==> src/rtl/cache_flush_ctrl.sv <==
// ---------------------------------------------------------------------------
// cache_flush_ctrl
//
// Sequencer for the bulk tag-store operations of one cache bank.
//
//   * After reset it sweeps every line with tag_init asserted (one line per
//     cycle, ignoring pipeline back-pressure).
//   * On an accepted flush request it either
//       - WRITEBACK=1: waits for the core misses to drain, then issues one
//         flush op per (line, way) through the bank pipeline, waits for the
//         writebacks those ops caused, and reports completion; or
//       - WRITEBACK=0: reruns the init sweep as a plain invalidate and
//         reports completion when it ends.
//
// Ports
//   clk, reset         clock, asynchronous active-high reset
//   flush_req_valid/_ready   flush request handshake (ready only in IDLE)
//   flush_done_valid/_ready  completion handshake (valid held until ready)
//   init_busy          an init or invalidate sweep is running
//   mshr_empty         no core misses outstanding in the bank
//   pipe_ready         bank pipeline takes a flush op this cycle
//   wb_pending         memory writebacks still outstanding
//   tag_init           tag store init strobe
//   tag_flush          tag store flush_line strobe
//   tag_way_sel        one-hot way select for the flush op
//   tag_line_sel       line index for the init / flush op
// ---------------------------------------------------------------------------
module cache_flush_ctrl #(
    parameter int NUM_LINES     = 64,
    parameter int NUM_WAYS      = 1,
    parameter int WRITEBACK     = 0,
    parameter int LINE_SEL_BITS = $clog2(NUM_LINES)
) (
    input  logic                     clk,
    input  logic                     reset,
    input  logic                     flush_req_valid,
    output logic                     flush_req_ready,
    output logic                     flush_done_valid,
    input  logic                     flush_done_ready,
    output logic                     init_busy,
    input  logic                     mshr_empty,
    input  logic                     pipe_ready,
    input  logic                     wb_pending,
    output logic                     tag_init,
    output logic                     tag_flush,
    output logic [NUM_WAYS-1:0]      tag_way_sel,
    output logic [LINE_SEL_BITS-1:0] tag_line_sel
);

    // A one-way bank still needs a legal vector width for the way index;
    // it is tied to zero in that case and no counter is built.
    localparam int WAY_BITS = (NUM_WAYS > 1) ? $clog2(NUM_WAYS) : 1;

    typedef enum logic [2:0] {
        S_INIT    = 3'd0,
        S_IDLE    = 3'd1,
        S_DRAIN   = 3'd2,
        S_FLUSH   = 3'd3,
        S_WAIT_WB = 3'd4,
        S_DONE    = 3'd5
    } state_t;

    state_t                   state_reg;
    state_t                   state_next;

    // Set while the INIT sweep is an invalidate requested by a flush, so
    // that the sweep ends in DONE rather than IDLE.
    logic                     inval_reg;
    logic                     inval_next;

    logic [LINE_SEL_BITS-1:0] line_reg;
    logic [WAY_BITS-1:0]      way_idx;

    logic                     line_last;
    logic                     way_last;
    logic                     req_accept;
    logic                     op_accept;
    logic                     line_adv;

    assign line_last  = (line_reg == LINE_SEL_BITS'(NUM_LINES - 1));
    assign way_last   = (way_idx == WAY_BITS'(NUM_WAYS - 1));
    assign req_accept = (state_reg == S_IDLE) && flush_req_valid;
    assign op_accept  = (state_reg == S_FLUSH) && pipe_ready;

    // The line moves every INIT cycle, and in FLUSH only once the last way
    // of the current line has been accepted (line-major, way-minor order).
    assign line_adv   = (state_reg == S_INIT) || (op_accept && way_last);

    // -----------------------------------------------------------------------
    // Counters. Both are powers of two wide, so they wrap back to zero on the
    // final increment of a sweep; every sweep therefore starts from zero
    // without an explicit clear.
    // -----------------------------------------------------------------------
    always_ff @(posedge clk or posedge reset) begin
        if (reset) begin
            line_reg <= '0;
        end else if (line_adv) begin
            line_reg <= line_reg + LINE_SEL_BITS'(1);
        end
    end

    generate
        if (NUM_WAYS > 1) begin : g_way_cnt
            logic [WAY_BITS-1:0] way_reg;

            always_ff @(posedge clk or posedge reset) begin
                if (reset) begin
                    way_reg <= '0;
                end else if (op_accept) begin
                    way_reg <= way_reg + WAY_BITS'(1);
                end
            end

            assign way_idx = way_reg;
        end else begin : g_no_way_cnt
            assign way_idx = '0;
        end
    endgenerate

    // -----------------------------------------------------------------------
    // State register
    // -----------------------------------------------------------------------
    always_ff @(posedge clk or posedge reset) begin
        if (reset) begin
            state_reg <= S_INIT;
            inval_reg <= 1'b0;
        end else begin
            state_reg <= state_next;
            inval_reg <= inval_next;
        end
    end

    // -----------------------------------------------------------------------
    // Next-state logic
    // -----------------------------------------------------------------------
    always_comb begin
        state_next = state_reg;
        inval_next = inval_reg;

        case (state_reg)
            S_INIT: begin
                if (line_last) begin
                    state_next = inval_reg ? S_DONE : S_IDLE;
                    inval_next = 1'b0;
                end
            end

            S_IDLE: begin
                if (req_accept) begin
                    if (WRITEBACK != 0) begin
                        state_next = S_DRAIN;
                    end else begin
                        state_next = S_INIT;
                        inval_next = 1'b1;
                    end
                end
            end

            // Flush ops must not race in-flight core misses for the same
            // lines, so nothing is issued until the MSHRs are empty.
            S_DRAIN: begin
                if (mshr_empty) begin
                    state_next = S_FLUSH;
                end
            end

            S_FLUSH: begin
                if (op_accept && way_last && line_last) begin
                    state_next = S_WAIT_WB;
                end
            end

            // Completion is only meaningful once the evictions we caused
            // have reached memory.
            S_WAIT_WB: begin
                if (!wb_pending) begin
                    state_next = S_DONE;
                end
            end

            S_DONE: begin
                if (flush_done_ready) begin
                    state_next = S_IDLE;
                end
            end

            default: begin
                state_next = S_INIT;
                inval_next = 1'b0;
            end
        endcase
    end

    // -----------------------------------------------------------------------
    // Output logic (Moore: depends on state and counters only, so a stalled
    // flush op holds perfectly still while pipe_ready is low)
    // -----------------------------------------------------------------------
    always_comb begin
        flush_req_ready  = 1'b0;
        flush_done_valid = 1'b0;
        init_busy        = 1'b0;
        tag_init         = 1'b0;
        tag_flush        = 1'b0;
        tag_way_sel      = '0;
        tag_line_sel     = '0;

        case (state_reg)
            S_INIT: begin
                init_busy    = 1'b1;
                tag_init     = 1'b1;
                tag_line_sel = line_reg;
            end

            S_IDLE: begin
                flush_req_ready = 1'b1;
            end

            S_FLUSH: begin
                tag_flush    = 1'b1;
                tag_line_sel = line_reg;
                tag_way_sel  = NUM_WAYS'(1) << way_idx;
            end

            S_DONE: begin
                flush_done_valid = 1'b1;
            end

            default: begin
            end
        endcase
    end

endmodule

==> config.mk <==
export PLATFORM = sky130hd
export DESIGN_NAME = cache_flush_ctrl
export DESIGN_NICKNAME = d
export VERILOG_FILES = /design/src/rtl/cache_flush_ctrl.sv
export SDC_FILE = /design/constraint.sdc
export NUM_CORES = 1
export LEC_CHECK = 0
export CORE_ASPECT_RATIO = 0.8
export CORE_MARGIN = 10
export CORE_UTILIZATION = 35
export CTS_CLUSTER_SIZE = 14
export DETAILED_ROUTE_END_ITERATION = 6
export PLACE_DENSITY = 0.69
export SYNTH_ARGS = -nofsm -noshare
export SYNTH_HDL_FRONTEND = slang
export SYNTH_SLANG_ARGS = --single-unit
==> constraint.sdc <==
create_clock -name clk -period 4.26 [get_ports clk]
set_clock_uncertainty 0.05 [all_clocks]
set_input_delay 1.278 -clock clk [delete_from_list [all_inputs] [get_ports clk]]
set_output_delay 1.278 -clock clk [all_outputs]
set_load 0.02 [all_outputs]
== Yosys cells after proc, flatten, opt, wreduce, memory -nomap -nowiden ==
Index checks and enable logic that the tools add are counted.
Operators by class
  muxes and demuxes: 16
  equality and inequality tests: 12
  reduce and logical (&&, ||, !) cells: 9
  bitwise gates (word level): 1
  add/sub/neg operators: 1
Operators with widths (number)
  two-way mux 3 bit: 7
  one-hot mux 3 bit (6 select lines): 1
  != test 2 bit, second input constant: 5
  adder 6 x 1 -> 6 bit, second input constant: 1
  == test 3 x 2 -> 1 bit, second input constant: 2
  == test 3 bit, second input constant: 2
  == test 6 bit, second input constant: 1
  two-way mux 1 bit: 6
  two-way mux 6 bit: 1
  AND reduction 6 bit: 1
  OR reduction 4 bit: 1
  == test 3 x 1 -> 1 bit, second input constant: 1
  logical AND 1 bit: 3
  logical NOT 3 bit: 1
  one-hot mux 1 bit (3 select lines): 1
  AND reduction 3 bit: 1
  != test 2 x 1 -> 1 bit, second input constant: 1
  OR reduction 2 bit: 1
  logical OR 1 bit: 1
  inverter 1 bit: 1
Storage, ports and cells
  flip-flop bits (word level): 10
  input port bits: 7
  output and inout port bits: 12

== Longest topological paths before layout ==
Gate-level depths: netlist of the first run.
  depth after elaboration: 5
  gate-level depth with buffers: 6
  mapped depth without buffers: 5

== Worst setup path before layout of the first run ==
OpenSTA, ideal clock, no wires.
  path kind: flip-flop to output port
  start: reg state_reg[0]
  end: out tag_init
  buffers on the path: 2
  required time: 2932 ps
  data arrival time: 1294 ps
  stages on the path, launching flop included: 5
  setup slack: 1638 ps
  cell sequence: dfrtp_1 -> buf_6 -> or2_4 -> nor2_1 -> buf_4
Between the ends
  cells in the longest elaborated chain, start to end: 2
RTL lines
  start: declaration: line 63  | state_t state_reg;
  start signal: assignment: line 128  | state_reg <= state_next;
  logical NOT 3 bit
  two-way mux 1 bit
  end: declaration: line 44  | output logic tag_init,
Every way passes these cells.

== Final worst setup path of the first run ==
  start: reg state_reg[0]
  end: out tag_line_sel[4]
Between the ends
  cells in the longest elaborated chain, start to end: 3
  elaborated cells on any way between the ends: 4
RTL lines
  == test 3 x 2 -> 1 bit / logical NOT 3 bit (equally long branches): line 207  | case (state_reg)
  OR reduction 2 bit (no source line) (*)
  two-way mux 6 bit (*): line 207
  end: declaration: line 47  | output logic [LINE_SEL_BITS-1:0] tag_line_sel
Every way passes the cells marked *; elsewhere a longest branch is shown, timed or not.

==> impl_metrics.yaml, run 1 <==
synthesis:
  synth_nets: 81
  synth_async_sr_flop_share_pct: 100.0
  yosysUniqueCellTypes: 34
  syn_area_per_cell_um2: 9.478
  synth_ff_type: "dfrtp_1"
  yosysSeqAreaShare_pct: 36.17
  syn_area_um2: 691.9
  yosysWarningCount: 0
  synth_edf_count: 0
  ys_seq_elements: 10
  synth_cells: 73
setup_path:
  path_max_fanout: 10
  slowest_stage: "clkdlybuf4s50_1"
  startpoint_type: "register"
  slowest_delay_ns: 0.60
  arrival_ns: 2.16
  critPathTopFamily: "buffers and inverters"
  critical_path_buf_inv_count: 1
  worstPathCellList: "or2_4 -> a21oi_1 -> and2_1 -> clkdlybuf4s50_1"
  path_class: "reg2out"
  required_ns: 2.93
  endpoint_kind: "output pin"
cells_and_area:
  drive_gt1_share_pct: 9.091
  largest_register_ffs: 6
  layout.nets: 98
  area_growth_pct: 26.94
  fillers: 180
  stdcell_count: 112
  antenna_cells: 0
clock_network:
  htreeDepth: 1
  cts_buffers: 3
  cts-root-buf: "clkbuf_4"
  postCtsHoldBufs: 0
  cts.sinks: 10
  clk_latency_ns: 0.26
  cts_buffer_depth: 2
  cts.repair.resized: 0
  clk_pin_slew_ns: 0.06
  cts_setup_buffers: 0
  cts_tree: "built"
pwr:
  power_frac_clock_pct: 36.8
  p_sw_uw: 31.74
  p_sw_share_pct: 19.29
  power.leakage_nw: 0.3486
  p_comb_share_pct: 5.5
  power_frac_seq_pct: 57.7
  peakVddDrop_mv: 0.1614
  p_total_uw: 164.6
  power_density_nw_per_um2: 187.4
  p_int_uw: 132.8
detailed_routing:
  totalWireLength_um: 1463
  wire_per_inst_um: 13.06
  first_pass_iters: 4
  via_per_inst: 4.884
  final_antenna_net_count: 0
  drc: 0
  vias: 547
  first_iter_violations: 29
global_route:
  grt_pass1_vias: 563
  antenna_found_initial: 0
  grt_pass1_wl_um: 2559
  grt_overflow: 0
  track_usage_pct: 7.490
  grt_max_degree: 19
sta:
  final_hold_viol_count: 0
  setup_tns_ns: 0
  fin_hold_ws_ns: 0.4611
  rsz0062_at_grt: "false"
  fin_crit_ns: 3.486
  fin_crit_sh_pct: 81.82
  max_freq_mhz: 286.9
  slew_viol_final: 0
  worst_pin_slew_ns: 0.6049
  relSlewSlack_pct: 59.68
  setup_viol: 0
run_status:
  status: "finished clean"
flow_run:
  cap_violations: 0
placement:
  gp_congestion: 0.8584
  portBuffers: 18
  hpwl_um: 1144
  place_inst: 109
floorplan:
  rows: 14
  floorplan.die_area_um2: 4167
  core_area_um2: 1874
  die_h_um: 59.77
  fp.dieW_um: 69.71
  initial_utilization_pct: 36.92
  io_pins: 19
min_path:
  hold_path_class: "reg2reg"
-- through the flow --
stage | setup slack [ns] | cell area [um^2] | utilization (%)
2_1_floorplan | 1.638 | 691.9 | -
3_3_place_gp | 1.090 | 855.8 | 45.66
3_5_place_dp | 1.036 | 855.8 | 45.66
4_1_cts | 0.7443 | 878.3 | 46.86
5_1_grt | 0.6047 | 878.3 | 46.86
6_report | 0.7744 | 878.3 | 46.86
-- worst paths after layout --
check                                    startpoint                       end  slack [ns]  depth (start not counted)
max                        state_reg[0]$_DFFE_PP0P_           tag_line_sel[4]        0.77                          4
min                         line_reg[5]$_DFFE_PP0P_   line_reg[5]$_DFFE_PP0P_        0.46                          1
max reg2reg                state_reg[2]$_DFFE_PP0P_  state_reg[1]$_DFFE_PP0P_        2.45                          4
min reg2reg                 line_reg[5]$_DFFE_PP0P_   line_reg[5]$_DFFE_PP0P_        0.46                          1
max in group asynchronous                     reset   line_reg[2]$_DFFE_PP0P_        2.63                          2
min in group asynchronous                     reset  state_reg[0]$_DFFE_PP0P_        1.25                          2
-- metal layers --
metal | GRT usage (%) | share of wire, %
met1 | 8.465 | 46
met2 | 11.72 | 42
met3 | 3.311 | 11
met4 | 4.213 | 0.75
met5 | 0 | 0
-- synth_stat cells, types with 2 or more instances --
library cell	number	area share [%]
a21oi_1	3	2.2
nand4_1	2	1.8
nand3_1	3	2.2
nand2_1	5	2.7
nor2_1	3	1.6
nor3_1	2	1.4
dfrtp_1	10	36
buf_4	2	2.2
nor2b_1	3	2.7
o21ai_0	3	2.2
inv_1	3	1.6
buf_6	2	3.3
xnor2_1	4	5.1
and2_1	8	7.2
-- layout make-up --
type / count / area, um^2 / area share, %
sequential: 10 / 250.2 / 28.49
timing repair buffer: 18 / 180.2 / 20.51
multi-input combinational: 54 / 384.1 / 43.73
inverter: 3 / 11.26 / 1.282
clock buffer: 3 / 22.52 / 2.564
tap: 24 / 30.03 / 3.419
-- cell families (layout without fill, tap and decap cells) --
| logic type | after synthesis | count (layout) | synth area share (%) |
|---|---|---|---|
| AO/OA/AOI/OAI | 15 | 15 | 16.82 |
| XOR/XNOR | 5 | 5 | 6.329 |
| adder cells (fa/ha/maj) | 1 | 1 | 1.808 |
| buffers and inverters | 9 | 24 | 8.316 |
| flip-flops | 10 | 10 | 36.17 |
| multiplexers | 3 | 3 | 4.701 |
| AND/OR/NAND/NOR | 30 | 30 | 25.86 |
-- power by group through the flow --
stage               clock network [mW]  registers [mW]  logic, mW
floorplan                            0          0.0967    0.00267
global placement                     0          0.0967    0.00912
detailed placement                   0          0.0967    0.00916
CTS                             0.0642          0.0949    0.00930
global route                    0.0689          0.0948     0.0101
finish                          0.0605          0.0950    0.00905
-- layout by cell type, fill, tap and decap left out, types with 2 or more instances in the layout --
cell / instances
clkdlybuf4s50_1: 18
dfrtp_1: 10
and2_1: 8
nand2_1: 5
xnor2_1: 4
nand3_1: 3
nor2b_1: 3
o21ai_0: 3
nor2_1: 3
a21oi_1: 3
inv_1: 3
clkbuf_4: 3
nand4_1: 2
nor3_1: 2
(Power assumes the default switching activity.)
==> inputs of run 2 (changes only) <==
--- a/config.mk
+++ b/config.mk
@@ -10,7 +10,7 @@
 export CORE_UTILIZATION = 35
 export CTS_CLUSTER_SIZE = 14
 export DETAILED_ROUTE_END_ITERATION = 6
-export PLACE_DENSITY = 0.69
+export PLACE_DENSITY = 0.72
 export SYNTH_ARGS = -nofsm -noshare
 export SYNTH_HDL_FRONTEND = slang
 export SYNTH_SLANG_ARGS = --single-unit
==> constraint.sdc (replaced) <==
create_clock -name clk -period 3.16 [get_ports clk]
set_clock_uncertainty 0.05 [all_clocks]
set_input_delay 0.948 -clock clk [delete_from_list [all_inputs] [get_ports clk]]
set_output_delay 0.948 -clock clk [all_outputs]
set_load 0.02 [all_outputs]
==> impl_metrics.yaml, run 2 (same netlist as run 1, synthesis figures left out) <==
detailed_routing:
  drc: 0
  wire_per_inst_um: 13.75
  via_per_inst: 5.035
  first_iter_violations: 27
  first_pass_iters: 4
  totalWireLength_um: 1567
  final_antenna_net_count: 0
  vias: 574
sta:
  setup_ws_ns: 0.09144
  setup_viol: 0
  worst_pin_slew_ns: 0.3932
  slew_viol_final: 0
  final_hold_viol_count: 0
  setup_tns_ns: 0
  relSlewSlack_pct: 73.76
  rsz0062_at_grt: "false"
  max_freq_mhz: 325.9
  fin_crit_ns: 3.069
  fin_crit_sh_pct: 97.11
flow_run:
  cap_violations: 0
cells_and_area:
  largest_register_ffs: 6
  drive_gt1_share_pct: 13.33
  layout_common_cells: "clkdlybuf4s50_1, dfrtp_1, and2_1, nand2_1, xnor2_1"
  antenna_cells: 0
  layout.nets: 99
  area_growth_pct: 30.74
  final_common_cell: "clkdlybuf4s50_1"
  fillers: 201
clock_network:
  cts.repair.resized: 1
  clk_pin_slew_ns: 0.07
  cts_tree: "built"
  cts_buffer_depth: 2
  htreeDepth: 1
  cts.sinks: 10
  clk_latency_ns: 0.26
  postCtsHoldBufs: 0
  cts_setup_buffers: 0
  cts_buffers: 3
  cts-root-buf: "clkbuf_4"
placement:
  dp_slack_ns: 0.2713
  gp_congestion: 0.8648
  portBuffers: 18
  hpwl_um: 1189
setup_path:
  startpoint: "state_reg[0]$_DFFE_PP0P_"
  required_ns: 2.16
  arrival_ns: 2.07
  startpoint_type: "register"
  path_class: "reg2out"
  path_max_fanout: 10
  worstSetupEndpoint: "tag_line_sel[3]"
  reg2reg_from: "state_reg[2]$_DFFE_PP0P_"
  r2r-end: "state_reg[2]$_DFFE_PP0P_"
  endpoint_kind: "output pin"
  reg2reg_depth: 5
  r2r_slack_ns: 1.61
pwr:
  peakVddDrop_mv: 0.2598
  p_sw_share_pct: 19.18
  power_frac_clock_pct: 44.8
  power_frac_seq_pct: 50.4
  p_int_uw: 205.2
  power_density_nw_per_um2: 280.7
  p_comb_share_pct: 4.8
  p_sw_uw: 48.70
  power.leakage_nw: 0.3608
floorplan:
  core_area_um2: 1874
  rows: 14
  io_pins: 19
  die_h_um: 59.77
  fp.dieW_um: 69.71
  floorplan.die_area_um2: 4167
  initial_utilization_pct: 36.92
global_route:
  grt_max_degree: 18
  grt_overflow: 0
  grt_pass1_wl_um: 2739
  grt_pass1_vias: 603
  track_usage_pct: 8.073
  antenna_found_initial: 0
min_path:
  hold_path_class: "reg2reg"
run_status:
  status: "finished clean"
==> run 2: cell types whose count changed in the layout (fill, tap and decap cells not counted) <==
| cell | previous run | this run |
|---|---|---|
| a21oi_2 | 0 | 1 |
| dfrtp_1 | 10 | 9 |
| a21oi_1 | 3 | 2 |
| clkbuf_8 | 0 | 1 |
| buf_4 | 0 | 1 |
| dfrtp_2 | 0 | 1 |
==> run 2: final cells by class <==
cell class | instances | area [um^2] | area share (%)
Tap cell | 24 | 30.03 | 3.320
Clock buffer | 4 | 36.28 | 4.011
Sequential cell | 10 | 251.5 | 27.80
Inverter | 3 | 11.26 | 1.245
Timing Repair Buffer | 19 | 187.7 | 20.75
Multi-Input combinational cell | 54 | 387.9 | 42.88
==> run 2: critical path, stage by stage (launching register included) <==
cell	delay, ns
dfrtp_1	0.47
or2_4	0.32
a21oi_2	0.24
and2_1	0.17
clkdlybuf4s50_1	0.61
==> run 2: worst min path at each step <==
stage / endpoint / slack [ns] / depth (start not counted) / from
floorplan: line_reg[0]$_DFFE_PP0P_ / 0.42 / 1 / line_reg[0]$_DFFE_PP0P_
global placement: line_reg[5]$_DFFE_PP0P_ / 0.46 / 1 / line_reg[5]$_DFFE_PP0P_
detailed placement: line_reg[5]$_DFFE_PP0P_ / 0.46 / 1 / line_reg[5]$_DFFE_PP0P_
CTS: line_reg[5]$_DFFE_PP0P_ / 0.47 / 1 / line_reg[5]$_DFFE_PP0P_
global route: line_reg[0]$_DFFE_PP0P_ / 0.50 / 1 / line_reg[0]$_DFFE_PP0P_
finish: line_reg[5]$_DFFE_PP0P_ / 0.47 / 1 / line_reg[5]$_DFFE_PP0P_
==> run 2: metal layers <==
layer | global-route usage, % | routed length, um | share of wire [%] | vias up
li1 | - | - | - | 286
met1 | 9.935 | 811 | 52 | 264
met2 | 12.11 | 603 | 38 | 19
met3 | 2.980 | 119 | 7.6 | 5
met4 | 4.213 | 33 | 2.1 | 0
met5 | 0 | 0 | 0 | -
==> run 2: metrics by stage <==
stage	hold slack [ns]	cell area, um^2	utilization, %	std cells	total power [mW]
floorplan	0.4237	691.9	-	73	0.1340
global placement	0.4563	863.3	46.06	110	0.1429
detailed placement	0.4642	863.3	46.06	110	0.1427
CTS	0.4721	903.4	48.20	114	0.2583
global route	0.4978	904.6	48.26	114	0.2631
finish	0.4689	904.6	48.26	114	0.2539
==> run 2: power groups by stage <==
stage,logic (mW),clock network [mW],registers (mW)
after floorplan,0.00361,0,0.130
after global placement,0.0125,0,0.130
after detailed placement,0.0123,0,0.130
after CTS,0.0125,0.118,0.128
after global routing,0.0135,0.122,0.128
final,0.0122,0.114,0.128
